File: src/rtl/uart_word_serializer.sv
// Sends a DATA_WIDTH-bit word as DATA_WIDTH/8 LSB-first UART frames, least significant byte first.
// Define UART_TX_PARITY_EN to add an even-parity bit after the data bits of every frame.
module uart_word_serializer #(
  parameter int DATA_WIDTH = 32,
  parameter int CLK_FREQ   = 100_000_000,
  parameter int BAUD       = 115_200
) (
  input  logic                  clk_in,
  input  logic                  rst_in,
  input  logic                  ready_in,
  input  logic [DATA_WIDTH-1:0] data_in,
  output logic                  busy_out,
  output logic                  done_out,
  output logic                  tx_out
);

  localparam int CYCLES_PER_BIT = CLK_FREQ / BAUD;
  localparam int NUM_BYTES      = DATA_WIDTH / 8;
  localparam int CNT_W          = (CYCLES_PER_BIT > 1) ? $clog2(CYCLES_PER_BIT) : 1;
  localparam int BYTE_W         = (NUM_BYTES > 1) ? $clog2(NUM_BYTES) : 1;
  localparam logic [CNT_W-1:0]  CNT_LAST  = CNT_W'(CYCLES_PER_BIT - 1);
  localparam logic [BYTE_W-1:0] BYTE_LAST = BYTE_W'(NUM_BYTES - 1);

  typedef enum logic [2:0] {
    IDLE   = 3'd0,
    START  = 3'd1,
    DATA   = 3'd2,
    PARITY = 3'd3,
    STOP   = 3'd4
  } state_t;

  state_t                state_reg, state_next;
  logic [CNT_W-1:0]      baud_reg,  baud_next;
  logic [2:0]            bit_reg,   bit_next;
  logic [BYTE_W-1:0]     byte_reg,  byte_next;
  logic [DATA_WIDTH-1:0] shift_reg, shift_next;
  logic                  tx_reg,    tx_next;
  logic                  busy_reg,  busy_next;
  logic                  done_reg,  done_next;

  logic       bit_end;
  logic [2:0] bit_inc;

  assign bit_end = (baud_reg == CNT_LAST);
  assign bit_inc = bit_reg + 3'd1;

  always_ff @(posedge clk_in) begin
    if (rst_in) begin
      state_reg <= IDLE;
      baud_reg  <= '0;
      bit_reg   <= '0;
      byte_reg  <= '0;
      shift_reg <= '0;
      tx_reg    <= 1'b1;
      busy_reg  <= 1'b0;
      done_reg  <= 1'b0;
    end else begin
      state_reg <= state_next;
      baud_reg  <= baud_next;
      bit_reg   <= bit_next;
      byte_reg  <= byte_next;
      shift_reg <= shift_next;
      tx_reg    <= tx_next;
      busy_reg  <= busy_next;
      done_reg  <= done_next;
    end
  end

  // tx_next always carries the level of the bit the next state transmits,
  // so the line is a pure flop output and changes exactly on bit boundaries.
  always_comb begin
    state_next = state_reg;
    baud_next  = '0;
    bit_next   = bit_reg;
    byte_next  = byte_reg;
    shift_next = shift_reg;
    tx_next    = tx_reg;
    busy_next  = busy_reg;
    done_next  = 1'b0;

    if (state_reg != IDLE && !bit_end) begin
      baud_next = baud_reg + CNT_W'(1);
    end

    case (state_reg)
      IDLE: begin
        if (ready_in) begin
          state_next = START;
          shift_next = data_in;
          byte_next  = '0;
          bit_next   = '0;
          tx_next    = 1'b0;
          busy_next  = 1'b1;
        end
      end
      START: begin
        if (bit_end) begin
          state_next = DATA;
          bit_next   = '0;
          tx_next    = shift_reg[0];
        end
      end
      DATA: begin
        if (bit_end) begin
          if (bit_reg == 3'd7) begin
`ifdef UART_TX_PARITY_EN
            state_next = PARITY;
            tx_next    = ^shift_reg[7:0];
`else
            state_next = STOP;
            tx_next    = 1'b1;
`endif
          end else begin
            bit_next = bit_inc;
            tx_next  = shift_reg[bit_inc];
          end
        end
      end
`ifdef UART_TX_PARITY_EN
      PARITY: begin
        if (bit_end) begin
          state_next = STOP;
          tx_next    = 1'b1;
        end
      end
`endif
      STOP: begin
        if (bit_end) begin
          if (byte_reg == BYTE_LAST) begin
            state_next = IDLE;
            busy_next  = 1'b0;
            done_next  = 1'b1;
            tx_next    = 1'b1;
          end else begin
            // Next byte starts with no idle gap.
            state_next = START;
            byte_next  = byte_reg + BYTE_W'(1);
            shift_next = shift_reg >> 8;
            tx_next    = 1'b0;
          end
        end
      end
      default: begin
        state_next = IDLE;
        busy_next  = 1'b0;
        tx_next    = 1'b1;
      end
    endcase
  end

  assign tx_out   = tx_reg;
  assign busy_out = busy_reg;
  assign done_out = done_reg;

endmodule

File: config.mk
export PLATFORM = sky130hd
export DESIGN_NAME = uart_word_serializer
export DESIGN_NICKNAME = d
export VERILOG_FILES = /design/src/rtl/uart_word_serializer.sv
export SDC_FILE = /design/constraint.sdc
export NUM_CORES = 1
export LEC_CHECK = 0
export CELL_PAD_IN_SITES_DETAIL_PLACEMENT = 0
export CELL_PAD_IN_SITES_GLOBAL_PLACEMENT = 1
export CORE_ASPECT_RATIO = 1.25
export CORE_MARGIN = 1
export CORE_UTILIZATION = 42
export DETAILED_ROUTE_END_ITERATION = 10
export GPL_ROUTABILITY_DRIVEN = 1
export GPL_TIMING_DRIVEN = 1
export PLACE_DENSITY_LB_ADDON = 0.1
export SLEW_MARGIN = 30
export SYNTH_ARGS = -nofsm -noshare
export SYNTH_HDL_FRONTEND = slang
export SYNTH_SLANG_ARGS = --single-unit
export TNS_END_PERCENT = 100
File: constraint.sdc
create_clock -name clk_in -period 6.1 [get_ports clk_in]
set_input_delay 1.22 -clock clk_in [delete_from_list [all_inputs] [get_ports clk_in]]
set_output_delay 1.22 -clock clk_in [all_outputs]
set_load 0.1 [all_outputs]
==> results.toml, run 1 <==
[setup_path]
start_kind = "flop"
end_kind = "output port"
crit_chain = "clkdlybuf4s50_1"
critPathLaunch = "busy_out$_SDFFE_PP0P_"
slowest_delay_ns = 1.13
criticalPathCategory = "reg -> out"
critPathMaxFanout = 2
path_delay_family = "buffers and inverters"
critPathArrivalTime_ns = 1.77
cpMaxStageDelayCell = "clkdlybuf4s50_1"
critPathBufInv = 1
r2r_start = "baud_reg[0]$_SDFF_PP0_"
crit_required_ns = 4.88

[timing]
clock_skew_ns = 0.005960
maxSlewHeadroom = 0.3521
drv_slew = 0
rsz0062_at_grt = "no"
hold_viol_final = 0
worst_slew_pin_slew_ns = 0.9688
period_minus_slack_ns = 2.991
setup_violations = 0
fmax_ghz = 0.3344
tns_ns = 0
timing.final.crit_share = 0.4903

[floorplanning]
ios = 38
die-area_mm2 = 0.006001
die_w_um = 69.49
start_util = 0.4393
die_y_um = 86.36
row_count = 30
coreArea_mm2 = 0.005443

[clocking]
cts_tree = "done"
clk_pin_slew_worst_paths_ns = 0.09
numCtsBuffers = 5
clock_sinks = 53
root_buffer = "clkbuf_8"
post_cts_resized = 0
hold_buffers = 0
cts_setup_buffers = 0
cts_buffer_depth = 2
h-tree-depth = 2
clock_latency_ns = 0.30

[cells_and_area]
multi_input_area_mm2 = 0.001239
fin_nets = 360
final_layout_size_suffix_gt1_frac = 0.06211
ff_latch_area_mm2 = 0.001061
final_cell_area_mm2 = 0.002885
fill_cells = 560
largest_reg_flops = 32
antenna_cells = 0
area_growth_pct = 20.67

[synthesis]
synth_edf_count = 0
syn_area_per_cell_um2 = 8.078
synth_flop_cell = "dfxtp_1"
synth-seq-cells = 53
synthCells = 296
yosysSeqAreaShare = 0.4437
yosysWarnings = 0
syn_nets = 335
async_flop_share = 0
ys_types = 35
syn_area_mm2 = 0.002391

[routing]
vias = 2008
drtPass1Iterations = 4
drtAntennaViolNets = 0
drt-total-wl_um = 4999
vias_per_cell = 5.202
drt_iter0_drc = 116
wl_per_cell_um = 12.95
drt_drc_violations_left = 0

[global_route]
grt_pass1_wl_um = 8687
grt_pass1_vias = 1886
antenna_found_initial = 0
grt_usage = 0.1791
grt_max_degree = 58
grt_overflow = 0

[place]
place_area_mm2 = 0.002778
place_congestion = 0.7404
port_buffers = 37
dpl.hpwl_um = 3356

[flow_run]
drv_cap = 0

[status]
outcome = "complete, no violations"

[power]
ir_worst_vdd_uv = 124.6
p_leak_uw = 0.001027
power_density_mw_per_mm2 = 236.7

[worst_hold_path]
min_from = "shift_reg[30]$_SDFFE_PP0P_"
hp-class = "reg -> reg"
metal layers:
metal / up-vias / track usage / wire [um]
met5: - / 0 / 0
met4: 0 / 0.05566 / 65
met3: 5 / 0.02791 / 110
met2: 28 / 0.3019 / 2418
met1: 895 / 0.2365 / 2405
li1: 1080 / - / -
area by class of cell:
cell class / instances / share of cell area
Clock buffer: 7 / 0.03339
Timing Repair Buffer: 40 / 0.1362
Inverter: 3 / 0.003903
Sequential cell: 53 / 0.3677
Tap cell: 64 / 0.02775
Clock inverter: 1 / 0.001735
Multi-Input combinational cell: 218 / 0.4293
logic make-up after synthesis:
family | Yosys count | share of synthesized area
simple gates | 143 | 0.2575
compound gates | 56 | 0.1722
flops | 53 | 0.4437
buf+inv | 25 | 0.04239
xor+xnor | 9 | 0.03296
mux | 6 | 0.03035
fa+ha+maj | 4 | 0.02093
report_power, final:
part	total, uW	switching (uW)	internal [uW]
registers	378	12.6	366
clock network	216	114	103
logic	88.4	45.3	43.1
total	683	171	512
tightest hold or removal path: stages, from the launching register on:
cell     delay [ns]
dfxtp_1        0.32
nand2_1        0.05
a21oi_1        0.05
placed cells by master (no fill, tap or decap), drive strengths merged:
cell type | netlist | layout
or2 | 3 | 3
o31ai | 1 | 1
and3 | 1 | 1
o21ai | 2 | 2
a2111o | 1 | 1
nand3 | 14 | 14
nand3b | 2 | 2
o311ai | 1 | 1
nor2b | 1 | 1
mux2i | 5 | 5
o21a | 2 | 2
a31o | 1 | 1
nand2 | 69 | 69
nand4b | 1 | 1
dfxtp | 53 | 53
clkinv | 0 | 1
nor2 | 39 | 39
xor2 | 4 | 4
and2 | 1 | 1
nor4 | 2 | 2
o22a | 1 | 1
clkbuf | 16 | 7
nand2b | 2 | 2
a311oi | 24 | 24
buf | 6 | 3
or3 | 3 | 3
ha | 4 | 4
mux4 | 1 | 1
a211o | 1 | 1
xnor2 | 5 | 5
a211oi | 1 | 1
nor3 | 5 | 5
o32a | 2 | 2
clkdlybuf4s50 | 0 | 37
inv | 3 | 3
a21oi | 19 | 19
through the flow:
stage	hold slack, ns	worst slack, ns	utilization	power, uW	std cells
2_1_floorplan	0.4299	3.919	-	439.1	296
6_report	0.4607	3.109	0.5301	683.0	386
3_3_place_gp	0.4425	2.883	0.5099	474.2	378
5_1_grt	0.4765	3.048	0.5301	715.7	386
3_5_place_dp	0.4525	2.821	0.5103	475.6	378
4_1_cts	0.4660	3.089	0.5290	691.4	386
cells in the mapped netlist (all sizes together) (4+ instances only):
| cell type | instances | area [um2] |
|---|---|---|
| a21oi | 19 | 95.09 |
| a311oi | 24 | 210.2 |
| buf | 6 | 30.03 |
| clkbuf | 16 | 60.06 |
| dfxtp | 53 | 1061 |
| ha | 4 | 50.05 |
| mux2i | 5 | 50.05 |
| nand2 | 69 | 259.0 |
| nand3 | 14 | 70.07 |
| nor2 | 39 | 146.4 |
| nor3 | 5 | 25.02 |
| xnor2 | 5 | 43.79 |
| xor2 | 4 | 35.03 |
worst paths after layout:
kind,cells past startpoint,endpoint,slack [ns]
max,1,busy_out,3.11
min,2,shift_reg[30]$_SDFFE_PP0P_,0.46
max reg2reg,6,tx_out$_SDFFE_PP1P_,3.82
min reg2reg,2,shift_reg[30]$_SDFFE_PP0P_,0.46
(Power assumes the default switching activity.)
==> run 2, diff against run 1 <==
- CORE_UTILIZATION: 42 -> 39
- clock period: 6.1 -> 3.1 ns (I/O delays scaled with it)
==> run 2 against run 1 <==
Highest routed layer unchanged. Die area is 7.5% higher. Global-route usage is 0.31 points higher. Count of clock-buffer cells in the layout is 1 higher. Sequential power is 97% higher.
==> results.toml, run 2 (synthesis gave the netlist of run 1 again) <==
[floorplanning]
die_w_um = 72.04
die-area_mm2 = 0.006450
row_count = 31
start_util = 0.4082
die_y_um = 89.54
coreArea_mm2 = 0.005857
ios = 38

[global_route]
grt_max_degree = 36
antenna_found_initial = 0
grt_pass1_vias = 1937
grt_overflow = 0
grt_pass1_wl_um = 9052
grt_usage = 0.1823

[clocking]
clock_latency_ns = 0.30
clock_sinks = 53
cts_tree = "done"
root_buffer = "clkbuf_8"
h-tree-depth = 2
hold_buffers = 0
numCtsBuffers = 5
clk_pin_slew_worst_paths_ns = 0.09
cts_setup_buffers = 0
post_cts_resized = 0
cts_buffer_depth = 2

[timing]
hold_viol_final = 0
worst_slew_pin_slew_ns = 0.5085
rsz0062_at_grt = "no"
drv_slew = 0
maxSlewHeadroom = 0.6605
clock_skew_ns = 0.008467
period_minus_slack_ns = 2.267
setup_ws_ns = 0.8332
fmax_ghz = 0.4412
setup_violations = 0
timing.final.crit_share = 0.7312
tns_ns = 0

[place]
port_buffers = 37
place_congestion = 0.7302
pre_cts_ws_ns = 0.6535
dpl.hpwl_um = 3668

[routing]
drt-total-wl_um = 5389
vias = 2118
wl_per_cell_um = 13.18
vias_per_cell = 5.178
drtAntennaViolNets = 0
drt_drc_violations_left = 0
drtPass1Iterations = 4
drt_iter0_drc = 139

[cells_and_area]
antenna_cells = 0
largest_reg_flops = 32
fin_nets = 365
area_growth_pct = 22.13
layout_common_cells = "nand2_1 (69), dfxtp_1 (53), nor2_1 (39), clkdlybuf4s50_1 (34), a311oi_1 (24)"
fill_cells = 584
final_layout_size_suffix_gt1_frac = 0.07339
final_common_cell = "nand2_1"

[setup_path]
end_kind = "flop"
criticalPathCategory = "reg -> reg"
crit_required_ns = 3.31
critPathArrivalTime_ns = 2.48
critPathMaxFanout = 35
start_kind = "flop"

[power]
net-switching-power_uw = 330.7
comb_power_share = 0.137
power_density_mw_per_mm2 = 444.8
p_int_uw = 968.2
power_frac_seq = 0.573
p_leak_uw = 0.001043
ir_worst_vdd_uv = 247.0
pwr-share-clk = 0.289
power_switching_share = 0.2546

[worst_hold_path]
hp-class = "reg -> reg"

[flow_run]
drv_cap = 0

[status]
outcome = "complete, no violations"
[run 2: cell types whose count changed in the layout (fill, tap and decap cells not counted), moves of 2 or more]
cell             delta
clkbuf_8            -2
buf_4               +7
clkbuf_1            +3
clkdlybuf4s50_1     -3
[run 2: worst max-delay path, cell delays in order (launching register included)]
cell and delay [ns]:
dfxtp_1 0.38, ha_1 0.23, nand4b_1 0.16, nor4_1 0.38, o21a_2 0.47, buf_12 0.25, nor2_1 0.06, a311oi_1 0.24
[run 2: cell type report]
class,count,area (um2),share of cell area
multi-input cells,218,1230,0.4212
flip-flops and latches,53,1061,0.3633
repair buffers,45,435.4,0.1491
well taps,82,102.6,0.03513
clock buffers,8,80.08,0.02742
inverters,3,11.26,0.003856
[run 2: routing by layer]
layer | global-route usage | wire, um | vias to the layer above | part of all wire
met5 | 0 | 0 | - | 0
met4 | 0.07308 | 103 | 0 | 0.019
met3 | 0.03833 | 181 | 11 | 0.034
met2 | 0.3087 | 2572 | 36 | 0.48
met1 | 0.2268 | 2531 | 983 | 0.47
li1 | - | - | 1088 | -
[run 2: worst paths after layout]
kind,slack [ns],start,endpoint,cells past startpoint
worst max-delay path,0.83,baud_reg[0]$_SDFF_PP0_,shift_reg[17]$_SDFFE_PP0P_,7
worst min-delay path,0.46,shift_reg[30]$_SDFFE_PP0P_,shift_reg[30]$_SDFFE_PP0P_,2
worst max register to register,0.83,baud_reg[0]$_SDFF_PP0_,shift_reg[17]$_SDFFE_PP0P_,7
worst min register to register,0.46,shift_reg[30]$_SDFFE_PP0P_,shift_reg[30]$_SDFFE_PP0P_,2
[run 2: power groups by stage]
stage               clock [uW]  combinational [uW]  sequential [uW]
finish                     376                 179              745
global route               423                 200              750
floorplan                    0                95.1              769
CTS                        395                 181              744
global placement             0                 178              760
detailed placement           0                 180              760
[run 2: metrics by stage]
step                      std cells  cell area, um2  total power [uW]  hold slack (ns)    util
after detailed placement        401            2840             940.6           0.4481  0.4849
after global placement          401            2840             938.4           0.4435  0.4849
final                           409            2920              1299           0.4598  0.4986
after CTS                       409            2920              1321           0.4608  0.4986
after global routing            409            2920              1373           0.4724  0.4986
after floorplan                 296            2391             863.9           0.4299       -
==> run 3, diff against run 2 <==
- CORE_UTILIZATION: 39 -> 35
- clock period: 3.1 -> 2 ns (I/O delays scaled with it)
==> run 3 against run 2 <==
Critical path type unchanged. Clock power rose by 64%. Hold slack barely moved. Largest power group unchanged. Maximum frequency rose by 12%. The run now ends with setup timing left. Critical path depth fell by 2.
==> results.toml, run 3 (synthesis gave the netlist of run 1 again) <==
[status]
outcome = "finished, violations left"
violations = "setup timing"

[clocking]
numCtsBuffers = 5
clk_pin_slew_worst_paths_ns = 0.09
cts_tree = "done"
cts_setup_buffers = 0
post_cts_resized = 0
cts_buffer_depth = 2
clock_sinks = 53
h-tree-depth = 2
clock_latency_ns = 0.30
hold_buffers = 0
root_buffer = "clkbuf_8"

[floorplanning]
die_w_um = 75.93
die_y_um = 94.41
ios = 38
die-area_mm2 = 0.007168
row_count = 33
coreArea_mm2 = 0.006565
start_util = 0.3642

[place]
port_buffers = 37
dpl.hpwl_um = 4085
place_area_mm2 = 0.002984
place_congestion = 0.7770

[routing]
drtAntennaViolNets = 0
wl_per_cell_um = 13.07
drt-total-wl_um = 5595
vias = 2141
drtPass1Iterations = 4
vias_per_cell = 5.002
drt_iter0_drc = 69
drt_drc_violations_left = 0

[setup_path]
start_kind = "flop"
end_kind = "flop"
cpMaxStageDelayCell = "or3_4"
slowest_delay_ns = 0.39
crit_required_ns = 2.24
r2r_cells = 5
r2r_end = "bit_reg[0]$_SDFFE_PP0P_"
path_delay_family = "simple AND/OR/NAND/NOR gates"
criticalPathCategory = "reg -> reg"
critPathArrivalTime_ns = 2.27
ff2ff_setup_slack_ns = -0.03
crit_top_cell = "or3_4"
r2r_start = "baud_reg[4]$_SDFF_PP0_"
critPathBufInv = 0
critPathMaxFanout = 6
critPathLaunch = "baud_reg[4]$_SDFF_PP0_"
crit_chain = "or3_4 -> or3_4 -> a211o_4 -> or3_4 -> a21oi_2"

[timing]
setup_violations = 1
timing.final.crit_share = 1.013
period_minus_slack_ns = 2.027
drv_slew = 0
clock_skew_ns = 0.005505
fmax_ghz = 0.4934
tns_ns = -0.02664
hold_viol_final = 0
worst_slew_pin_slew_ns = 0.4933
setup_ws_ns = -0.02664
rsz0062_at_grt = "yes"
maxSlewHeadroom = 0.6707

[flow_run]
drv_cap = 0

[worst_hold_path]
hp-class = "reg -> reg"
hold_end = "byte_reg[1]$_SDFFE_PP0P_"
hold_depth = 2
min_from = "byte_reg[1]$_SDFFE_PP0P_"

[cells_and_area]
ff_latch_area_mm2 = 0.001064
fin_nets = 380
fill_cells = 660
final_cell_area_mm2 = 0.003104
final_layout_size_suffix_gt1_frac = 0.1408
largest_reg_flops = 32
area_growth_pct = 29.83
multi_input_area_mm2 = 0.001261
antenna_cells = 0
final_common_cell = "nand2_1"
layout_common_cells = "nand2_1 (69), dfxtp_1 (51), nor2_1 (39), clkdlybuf4s50_1 (34), a311oi_1 (24)"

[global_route]
grt_max_degree = 33
grt_usage = 0.1675
antenna_found_initial = 0
grt_pass1_vias = 2053
grt_pass1_wl_um = 9577
grt_overflow = 0

[power]
power_density_mw_per_mm2 = 665.9
ir_worst_vdd_uv = 310.3
p_leak_uw = 0.001135
## run 3: changes by cell type in the layout (fill, tap and decap cells not counted), sizes merged
cell,delta
buf,+15
clkbuf,-1
## run 3: worst max path at each step
| stage | slack [ns] | depth (start not counted) | endpoint |
|---|---|---|---|
| after floorplan | 0.08 | 6 | bit_reg[0]$_SDFFE_PP0P_ |
| after global placement | 0.06 | 6 | shift_reg[20]$_SDFFE_PP0P_ |
| after detailed placement | 0.03 | 6 | shift_reg[20]$_SDFFE_PP0P_ |
| after CTS | 0.02 | 5 | bit_reg[0]$_SDFFE_PP0P_ |
| after global routing | -0.08 | 5 | bit_reg[0]$_SDFFE_PP0P_ |
| final | -0.03 | 5 | bit_reg[0]$_SDFFE_PP0P_ |
## run 3: area by class of cell
type	instances	share of cell area
Clock buffer	7	0.02781
Inverter	3	0.003628
Multi-Input combinational cell	218	0.4063
Sequential cell	53	0.3426
Tap cell	87	0.03507
Timing Repair Buffer	60	0.1846
## run 3: layer usage
metal	global-route usage	vias up	share of wire
met3	0.03382	6	0.024
met1	0.2099	986	0.48
met2	0.2871	27	0.48
li1	-	1122	-
met5	0	-	0
met4	0.05929	0	0.015
## run 3: worst register-to-register path, cell delays in order, from the launching register on
cell and delay, ns:
dfxtp_2 0.33, or3_4 0.39, or3_4 0.38, a211o_4 0.37
or3_4 0.37, a21oi_2 0.12
## run 3: power by group
part,switching [uW],total [uW],leakage [uW],internal [uW]
Clock,339,615,0.0000443,276
Sequential,38.8,1150,0.000436,1120
Combinational,147,298,0.000655,152
Total,525,2070,0.00114,1540
## run 3: stage by stage
| step | total power [uW] | utilization | setup WS [ns] | std cells | hold slack [ns] |
|---|---|---|---|---|---|
| after floorplan | 1339 | - | 0.08032 | 296 | 0.4299 |
| after global placement | 1473 | 0.4545 | 0.06351 | 421 | 0.4435 |
| after detailed placement | 1476 | 0.4545 | 0.02711 | 421 | 0.4495 |
| after CTS | 2087 | 0.4677 | 0.01684 | 428 | 0.4622 |
| after global routing | 2180 | 0.4728 | -0.08328 | 428 | 0.4824 |
| final | 2067 | 0.4728 | -0.02664 | 428 | 0.4598 |
